<file path="config.mk">
export PLATFORM = sky130hd
export DESIGN_NAME = ccff_chain_loader_flat
export DESIGN_NICKNAME = d
export VERILOG_FILES = /design/src/rtl/ccff_pkg.sv /design/src/rtl/ccff_chain_loader_if.sv /design/src/rtl/ccff_chain_loader_readback.sv /design/src/rtl/ccff_chain_loader.sv /design/src/flat_wrapper.sv
export SDC_FILE = /design/constraint.sdc
export NUM_CORES = 1
export LEC_CHECK = 0
export CAP_MARGIN = 20
export CORE_MARGIN = 4
export CORE_UTILIZATION = 41
export CTS_CLUSTER_DIAMETER = 80
export DETAILED_ROUTE_END_ITERATION = 6
export PLACE_DENSITY = 0.63
export SETUP_SLACK_MARGIN = 0.15
export SLEW_MARGIN = 5
export SYNTH_ARGS = -nofsm -noshare
export SYNTH_HDL_FRONTEND = slang
export SYNTH_SLANG_ARGS = --single-unit
export TNS_END_PERCENT = 100
</file>
<file path="constraint.sdc">
create_clock -name prog_clk -period 2.1 [get_ports prog_clk]
set_clock_uncertainty 0.05 [all_clocks]
set_input_delay 0.42 -clock prog_clk [delete_from_list [all_inputs] [get_ports prog_clk]]
set_output_delay 0.42 -clock prog_clk [all_outputs]
set_load 0.03 [all_outputs]
</file>
<file path="src/rtl/ccff_pkg.sv">
// Shared types and helpers for the ccff chain loader.
// Optional tail readback is enabled with CCFF_READBACK_EN.
package ccff_pkg;

    typedef enum logic [1:0] {
        ST_IDLE,
        ST_FETCH,
        ST_SHIFT,
        ST_FINISH
    } state_e;

    localparam logic HEAD_RST = 1'b0;

    function automatic int cnt_w(input int n);
        return $clog2(n + 1);
    endfunction

endpackage

</file>
<file path="src/rtl/ccff_chain_loader_if.sv">
// Valid/ready word stream used for host bitstream input and readback output.
interface ccff_stream_if #(
    parameter int WORD_W = 16
);
    logic              valid;
    logic              ready;
    logic [WORD_W-1:0] data;

    modport master (output valid, output data, input ready);
    modport slave  (input valid, input data, output ready);
endinterface

</file>
<file path="src/rtl/ccff_chain_loader_readback.sv">
// Deserialises bits leaving the chain tail into words (CCFF_READBACK_EN).
// The last chain bit closes a partial word with upper bits zero-filled.
module ccff_readback_deser
    import ccff_pkg::*;
#(
    parameter int WORD_W    = 16,
    parameter int CHAIN_LEN = 24
) (
    input  logic prog_clk,
    input  logic prog_rst_n,
    input  logic i_clear,
    input  logic i_shift,
    input  logic i_bit,
    ccff_stream_if.master m,
    output logic o_fin
);
    localparam int CNT_W = cnt_w(CHAIN_LEN);
    localparam int NB_W  = cnt_w(WORD_W);

    logic [WORD_W-1:0] r_sreg;
    logic [WORD_W-1:0] r_data;
    logic [WORD_W-1:0] w_word;
    logic [NB_W-1:0]   r_cnt;
    logic [CNT_W-1:0]  r_total;
    logic              r_valid;
    logic              w_last;

    assign w_word = r_sreg | ({{(WORD_W-1){1'b0}}, i_bit} << r_cnt);
    assign w_last = (r_cnt == NB_W'(WORD_W - 1))
                 || (r_total == CNT_W'(CHAIN_LEN - 1));

    always_ff @(posedge prog_clk or negedge prog_rst_n) begin
        if (!prog_rst_n) begin
            r_sreg  <= '0;
            r_data  <= '0;
            r_cnt   <= '0;
            r_total <= '0;
            r_valid <= 1'b0;
        end else if (i_clear) begin
            r_sreg  <= '0;
            r_cnt   <= '0;
            r_total <= '0;
            r_valid <= 1'b0;
        end else begin
            if (r_valid && m.ready)
                r_valid <= 1'b0;
            if (i_shift) begin
                r_total <= r_total + CNT_W'(1);
                if (w_last) begin
                    r_data  <= w_word;
                    r_valid <= 1'b1;
                    r_sreg  <= '0;
                    r_cnt   <= '0;
                end else begin
                    r_sreg <= w_word;
                    r_cnt  <= r_cnt + NB_W'(1);
                end
            end
        end
    end

    assign m.valid = r_valid;
    assign m.data  = r_data;
    assign o_fin   = (r_total == CNT_W'(CHAIN_LEN)) && !r_valid;

endmodule

</file>
<file path="src/rtl/ccff_chain_loader.sv">
// Serialises host words onto a ccff chain head with a gated shift enable.
// Define CCFF_READBACK_EN to add the tail readback stream (port m).
module ccff_chain_loader
    import ccff_pkg::*;
#(
    parameter int WORD_W    = 16,
    parameter int CHAIN_LEN = 24
) (
    input  logic prog_clk,
    input  logic prog_rst_n,
    input  logic start,
    input  logic abort,
    ccff_stream_if.slave s,
    output logic ccff_head,
    output logic ccff_clk_en,
    input  logic ccff_tail,
`ifdef CCFF_READBACK_EN
    ccff_stream_if.master m,
`endif
    output logic busy,
    output logic done
);
    localparam int CNT_W = cnt_w(CHAIN_LEN);
    localparam int NB_W  = cnt_w(WORD_W);

    state_e            r_state;
    state_e            w_nstate;
    logic [CNT_W-1:0]  r_rem;
    logic [CNT_W-1:0]  w_rem;
    logic [NB_W-1:0]   r_nbits;
    logic [NB_W-1:0]   w_nbits;
    logic [WORD_W-1:0] r_sreg;
    logic [WORD_W-1:0] w_sreg;
    logic              r_head;
    logic              w_head;
    logic              r_clk_en;
    logic              w_clk_en;
    logic              w_ready;
    logic              w_busy;
    logic              w_done;
    logic              w_stall;
    logic              w_rb_fin;

`ifdef CCFF_READBACK_EN
    logic w_clear;

    assign w_clear = (r_state == ST_IDLE) ? (start && !abort) : abort;
    // Readback words align with host words, so only a word's last bit can complete one.
    assign w_stall = (r_nbits == NB_W'(1)) && m.valid && !m.ready;

    ccff_readback_deser #(
        .WORD_W    (WORD_W),
        .CHAIN_LEN (CHAIN_LEN)
    ) u_rb (
        .prog_clk   (prog_clk),
        .prog_rst_n (prog_rst_n),
        .i_clear    (w_clear),
        .i_shift    (r_clk_en),
        .i_bit      (ccff_tail),
        .m          (m),
        .o_fin      (w_rb_fin)
    );
`else
    logic w_unused_tail;

    assign w_unused_tail = ccff_tail;
    assign w_stall       = 1'b0;
    assign w_rb_fin      = 1'b1;
`endif

    always_ff @(posedge prog_clk or negedge prog_rst_n) begin
        if (!prog_rst_n) begin
            r_state  <= ST_IDLE;
            r_rem    <= '0;
            r_nbits  <= '0;
            r_sreg   <= '0;
            r_head   <= HEAD_RST;
            r_clk_en <= 1'b0;
        end else begin
            r_state  <= w_nstate;
            r_rem    <= w_rem;
            r_nbits  <= w_nbits;
            r_sreg   <= w_sreg;
            r_head   <= w_head;
            r_clk_en <= w_clk_en;
        end
    end

    always_comb begin
        w_nstate = r_state;
        w_rem    = r_rem;
        w_nbits  = r_nbits;
        w_sreg   = r_sreg;
        w_head   = r_head;
        w_clk_en = 1'b0;
        w_ready  = 1'b0;
        w_busy   = 1'b0;
        w_done   = 1'b0;
        unique case (r_state)
            ST_IDLE: begin
                if (start && !abort) begin
                    w_nstate = ST_FETCH;
                    w_rem    = CNT_W'(CHAIN_LEN);
                end
            end
            ST_FETCH: begin
                w_busy = 1'b1;
                if (abort) begin
                    w_nstate = ST_IDLE;
                end else begin
                    w_ready = 1'b1;
                    if (s.valid) begin
                        w_sreg   = s.data;
                        w_nstate = ST_SHIFT;
                        if (32'(r_rem) >= WORD_W)
                            w_nbits = NB_W'(WORD_W);
                        else
                            w_nbits = NB_W'(r_rem);
                    end
                end
            end
            ST_SHIFT: begin
                w_busy = 1'b1;
                if (abort) begin
                    w_nstate = ST_IDLE;
                end else if (!w_stall) begin
                    w_head   = r_sreg[0];
                    w_clk_en = 1'b1;
                    w_sreg   = r_sreg >> 1;
                    w_rem    = r_rem - CNT_W'(1);
                    w_nbits  = r_nbits - NB_W'(1);
                    if (r_nbits == NB_W'(1))
                        w_nstate = (r_rem == CNT_W'(1)) ? ST_FINISH : ST_FETCH;
                end
            end
            ST_FINISH: begin
                if (abort) begin
                    w_nstate = ST_IDLE;
                end else if (w_rb_fin) begin
                    w_done   = 1'b1;
                    w_nstate = ST_IDLE;
                end
            end
        endcase
    end

    assign s.ready     = w_ready;
    assign ccff_head   = r_head;
    assign ccff_clk_en = r_clk_en;
    assign busy        = w_busy;
    assign done        = w_done;

endmodule

</file>
<file path="src/flat_wrapper.sv">
// flat-port wrapper written by rule: the top's interface ports become plain ports
module ccff_chain_loader_flat import ccff_pkg::*;
#(
    parameter int WORD_W    = 16,
    parameter int CHAIN_LEN = 24
)
  (prog_clk, prog_rst_n, start, abort, ccff_head, ccff_clk_en, ccff_tail, busy, done, s_valid, s_data, s_ready);
  ccff_stream_if #(.WORD_W(WORD_W)) s_i ();
  input  logic prog_clk;
  input  logic prog_rst_n;
  input  logic start;
  input  logic abort;
  output logic ccff_head;
  output logic ccff_clk_en;
  input  logic ccff_tail;
  output logic busy;
  output logic done;
  input wire logic [$bits(s_i.valid)-1:0] s_valid;
  input wire logic [$bits(s_i.data)-1:0] s_data;
  output wire logic [$bits(s_i.ready)-1:0] s_ready;
  assign s_i.valid = s_valid;
  assign s_i.data = s_data;
  assign s_ready = s_i.ready;
  ccff_chain_loader #(.WORD_W(WORD_W), .CHAIN_LEN(CHAIN_LEN)) u_core (.prog_clk(prog_clk), .prog_rst_n(prog_rst_n), .start(start), .abort(abort), .s(s_i), .ccff_head(ccff_head), .ccff_clk_en(ccff_clk_en), .ccff_tail(ccff_tail), .busy(busy), .done(done));
endmodule
</file>
# Yosys cells after proc, flatten, opt, wreduce, memory -nomap -nowiden
# Index checks and enable logic that the tools add are counted.
[op_classes]
add_sub_neg = 2
mul = 0
n_div = 0
magnitude_cmp = 1
n_eq_ne = 11
shift = 0
muxes = 24
bitwise_logic = 1
n_reduce_logical = 10
[ops]
columns = ["operator", "n"]
rows = [
  ["two-way mux 16 bit", 3],
  ["case mux 16 bit (2 select lines)", 1],
  ["two-way mux 5 bit", 6],
  ["case mux 5 bit (2 select lines)", 2],
  ["two-way mux 2 bit", 6],
  ["== test 5 x 1 -> 1 bit (second input constant)", 2],
  ["subtractor 5 x 1 -> 5 bit (second input constant)", 2],
  ["case mux 2 bit (4 select lines)", 1],
  ["!= test 2 bit (second input constant)", 3],
  ["AND reduction 3 bit", 2],
  ["greater-or-equal comparator 5 bit (second input constant)", 1],
  ["two-way mux 1 bit", 5],
  ["== test 2 bit (second input constant)", 2],
  ["AND reduction 4 bit", 1],
  ["nonzero test 2 bit", 2],
  ["!= test 3 x 2 -> 1 bit (second input constant)", 1],
  ["!= test 3 bit (second input constant)", 1],
  ["== test 2 x 1 -> 1 bit (second input constant)", 1],
  ["zero test 2 bit", 1],
  ["!= test 2 x 1 -> 1 bit (second input constant)", 1],
  ["AND reduction 2 bit", 1],
  ["OR reduction 2 bit", 1],
  ["logical AND 1 bit", 1],
  ["zero test 1 bit", 1],
  ["inverter 1 bit", 1],
]
[word_totals]
reg_bits = 30
latch_bits = 0
ramBits = 0
mem_bits_ro = 0
in_bits = 22
out_inout_bits = 5
memories = 0

# Logic depth before layout (Yosys ltp)
# Gate-level depths: netlist (run 1).
[logic_depth]
ltp_word = 5
mapped_depth = 8
mapped_depth_nobuf = 6

# Worst setup path after synthesis (run 1)
# No wires, ideal clock.
[synth_path]
kind = "register to register"
startpoint = "register u_core.r_state[0]"
endpoint = "register u_core.r_sreg[10]"
setup_time_ns = 0.132
t_arrival_ns = 1.417
required_ns = 1.918
path_slack_ns = 0.501
stages_incl_launch_ff = 9
n_path_buf = 2
period_less_slack_ns = 1.599
cell_sequence = "dfrtp_1 -> inv_1 -> ha_1 -> mux2i_1 -> or2_1 -> buf_2 -> buf_4 -> nand2_1 -> o21ai_1"
[synth_via]
elab_chain_cells = 3
[synth_lines]
columns = ["item", "line", "source"]
rows = [
  ["start: declaration", "ccff_chain_loader.sv:26", "state_e r_state;"],
  ["start signal: assignment", "ccff_chain_loader.sv:80", "r_state <= w_nstate;"],
  ["== test 2 x 1 -> 1 bit / == test 2 bit (equally long branches)", "ccff_chain_loader.sv:99", "unique case (r_state)"],
  ["!= test 2 bit (no line) / nonzero test 2 bit (equally long branches)", "--", ""],
  ["AND reduction 4 bit (no line)", "--", ""],
  ["end signal: assignment", "ccff_chain_loader.sv:83", "r_sreg <= w_sreg;"],
  ["end: declaration", "ccff_chain_loader.sv:32", "logic [WORD_W-1:0] r_sreg;"],
]
# Parallel ways exist; a longest one is shown, timed or not.
# A chain may end at the register's enable or synchronous reset.

# Final worst setup path (run 1)
[layout_path]
startpoint = "input port abort"
endpoint = "output port s_ready"
[layout_via]
elab_chain_cells = 2
[layout_lines]
columns = ["item", "line", "source"]
rows = [
  ["start: declaration", "flat_wrapper.sv:12", "input logic abort;"],
  ["two-way mux 1 bit", "--", ""],
  ["two-way mux 1 bit", "ccff_chain_loader.sv:99", ""],
  ["end: declaration", "flat_wrapper.sv:20", "output wire logic [$bits(s_i.ready)-1:0] s_ready;"],
]
# Every way passes these cells.

==> results.md, run 1 <==
* Layout cells sized above 1 at 0.0918
* # fillers at 353
* Most Crowded Layer GR: met2
* Rows at 22
* Least-Margin Pin Slew at 0.410 ns
* Cells along the critical path: clkdlybuf4s50_1 -> nand2b_1 -> inv_1 -> buf_4
* Initial DRT Pass Iterations at 4
* Clock tree buffer depth at 2
* Yosys top cell area share at 0.463
* Io pins at 27
* Crit path launch type: primary input
* H-tree levels at 2
* Max Cap Viol at 0
* Status: finished clean
* Seq/Total Area, Yosys at 0.463
* Gr usage total at 0.132
* Core Box Area at 3740 µm²
* Vias in the first global route at 1296
* Yosys reg bits at 30
* Starting DRC count in detailed routing at 21
* IO Port Bufs at 25
* Antenna Nets Post-Route at 0
* Reg clk slew, reported paths at 0.06 ns
* PwrDens at 1290 nW/µm²
* Die width at 70.9 µm
* Netlist Area Pre-Place at 1620 µm²
* CP Capture Type: primary output
* Final hold vios at 0
* Crit Path Max Fanout at 8
* Vias per inst at 5.08
* CTS resizes at 1
* CTS tree: done
* Period Utilization, post-route at 0.891
* Critical path arrival at 1.40 ns
* Leak at 0.902 nW
* Routed WL at 3120 µm
* Wire length per cell at 12.8 µm
* RSZ-0062 raised after global routing: no
* GR Util met3 at 0.0455
* Root Driver: clkbuf_8
* Reg2Reg Setup Slack at 0.32 ns
* Fin crit period at 1.87 ns
* Yosys cell types at 38
* Starting Density at 0.433
* RePlAce Congestion at 0.787
* Die Y at 70.9 µm
* Hpwl dp at 2400 µm
* Hold_buf cts at 0
* Latest clock arrival within the worst-skew pair at 0.27 ns
* Synth Net Count at 197
* Setup TNS at 0 ns
* Worst Setup Path Type: primary input to primary output
* Setup slack after placement at 0.145 ns
* Mapped Cells at 166
* Clock sink total at 30
* Max-slew violation count at 0
* Congestion Overflow GR at 0
* Worst hold path type: flop to flop
* NumNets Final at 226
* Grt met1 use at 0.157
* CP max stage delay at 0.58 ns
* WHS at 0.432 ns
* Average size of a mapped cell at 9.77 µm²
* Max-Slew Margin vs Limit at 0.727
* Post-CTS setup buffers at 0
* Setup WS post-layout at 0.230 ns
* Max VDD drop at 0.000596 V
* CP Data Required Time at 1.63 ns
* Residual DRC at 0
* Post-synth EDFFs at 0
* Met2 Resource Use GR at 0.229
* First-pass GRT wire length at 5380 µm
* # diodes at 0
* Initial antenna violation count at 0
* Ranking of synthesized cells by area: dfrtp_1, mux2i_1, ha_1, nand2_1, o21ai_1
* Via count at 1240
* Synthesis-to-finish area growth at 24.2%
* Fmax at 535 MHz
* CTS Buf Count at 5
* Post-synth top area cell: dfrtp_1
* Synth warn at 0
* Largest net degree at the start of global routing at 33
* Setup Viol. Count Final at 0
* Top FF cell, synth: dfrtp_1
* Die area at 5030 µm²
* Share of flip-flops with an asynchronous set or reset at 1.00
* Crit path max-delay cell type: clkdlybuf4s50_1
[report_power, final]
| part | switching (mW) | leakage [nW] | internal, mW | total [mW] |
|---|---|---|---|---|
| Combinational | 0.628 | 0.484 | 0.500 | 1.13 |
| Clock | 0.197 | 0.0482 | 0.264 | 0.461 |
| Sequential | 0.185 | 0.370 | 0.833 | 1.02 |
| Total | 1.01 | 0.902 | 1.60 | 2.61 |
[sequential cells by signal, summed over array words and instances, names as in the netlist]
| signal | flops |
|---|---|
| u_core.r_sreg | 16 |
| u_core.r_state | 2 |
| u_core.r_rem | 5 |
| u_core.r_nbits | 5 |
| u_core.ccff_clk_en | 1 |
| u_core.ccff_head | 1 |
[worst paths after layout]
path,from,end,cells past startpoint
worst max-delay path,abort,s_ready,4
worst min-delay path,u_core.ccff_head,u_core.ccff_head,2
worst max register to register,u_core.r_state[1],u_core.r_sreg[0],7
worst min register to register,u_core.ccff_head,u_core.ccff_head,2
max in group asynchronous,prog_rst_n,u_core.r_sreg[1],2
min in group asynchronous,prog_rst_n,u_core.r_nbits[2],2
[worst max-delay path: cells and delay by family]
kind          cells  cell delay, ns
buf+inv           3            0.79
simple gates      1            0.19
[metal layers]
| layer | wire length (µm) | up-vias |
|---|---|---|
| met1 | 1350 | 591 |
| li1 | - | 628 |
| met5 | 0 | - |
| met3 | 99 | 2 |
| met4 | 9 | 0 |
| met2 | 1660 | 19 |
[synth_stat cells, types with 3 or more instances]
cell,instances
nand2b_1,4
nor2_1,6
nand2_1,23
a21oi_1,8
o21ai_1,16
dfrtp_1,30
mux2i_1,19
inv_1,15
ha_1,9
buf_2,3
[final cells by class]
cell class | instances | area [µm²] | share of cell area
Tap cell | 48 | 60.1 | 0.0298
Sequential cell | 30 | 751 | 0.373
Timing Repair Buffer | 29 | 287 | 0.142
Clock buffer | 7 | 86.3 | 0.0429
Multi-Input combinational cell | 114 | 769 | 0.382
Inverter | 15 | 56.3 | 0.0280
Clock inverter | 1 | 5.00 | 0.00248
[cells in the final DEF, fill, tap and decap left out, types with 2 or more instances in the layout]
cell type        count
clkbuf_8             6
nand2_1             23
ha_1                 9
mux2i_1             19
a31oi_1              2
nor3_1               2
inv_1               15
nand2b_1             4
o21ai_0              2
dfrtp_1             30
buf_4                5
nand3_1              2
nor2_1               6
a21oi_1              8
o21ai_1             16
clkdlybuf4s50_1     22
[kinds of logic after synthesis]
group,synth area share
AND/OR/NAND/NOR,0.132
AO/OA/AOI/OAI,0.149
buffers and inverters,0.0625
adder cells (fa/ha/maj),0.0694
flip-flops,0.463
multiplexers,0.124
[metrics by stage]
stage | instance area (µm²) | util | instances | power [mW]
final | 2010 | 0.538 | 244 | 2.61
after global routing | 2010 | 0.538 | 244 | 2.84
after CTS | 2010 | 0.538 | 244 | 2.64
after detailed placement | 1920 | 0.514 | 236 | 2.18
after global placement | 1920 | 0.514 | 236 | 2.12
after floorplan | 1620 | - | 166 | 1.86
No activity file was read; power rests on OpenSTA's default activity.
==> run 2, diff against run 1 <==
--- a/config.mk
+++ b/config.mk
@@ -5,13 +5,13 @@
 export SDC_FILE = /design/constraint.sdc
 export NUM_CORES = 1
 export LEC_CHECK = 0
-export CAP_MARGIN = 20
 export CORE_MARGIN = 4
 export CORE_UTILIZATION = 41
 export CTS_CLUSTER_DIAMETER = 80
 export DETAILED_ROUTE_END_ITERATION = 6
 export PLACE_DENSITY = 0.63
 export SETUP_SLACK_MARGIN = 0.15
+export SKIP_LAST_GASP = 1
 export SLEW_MARGIN = 5
 export SYNTH_ARGS = -nofsm -noshare
 export SYNTH_HDL_FRONTEND = slang
==> results of run 2 <==
Final layout, timing and power as in run 1 (identical DEF).
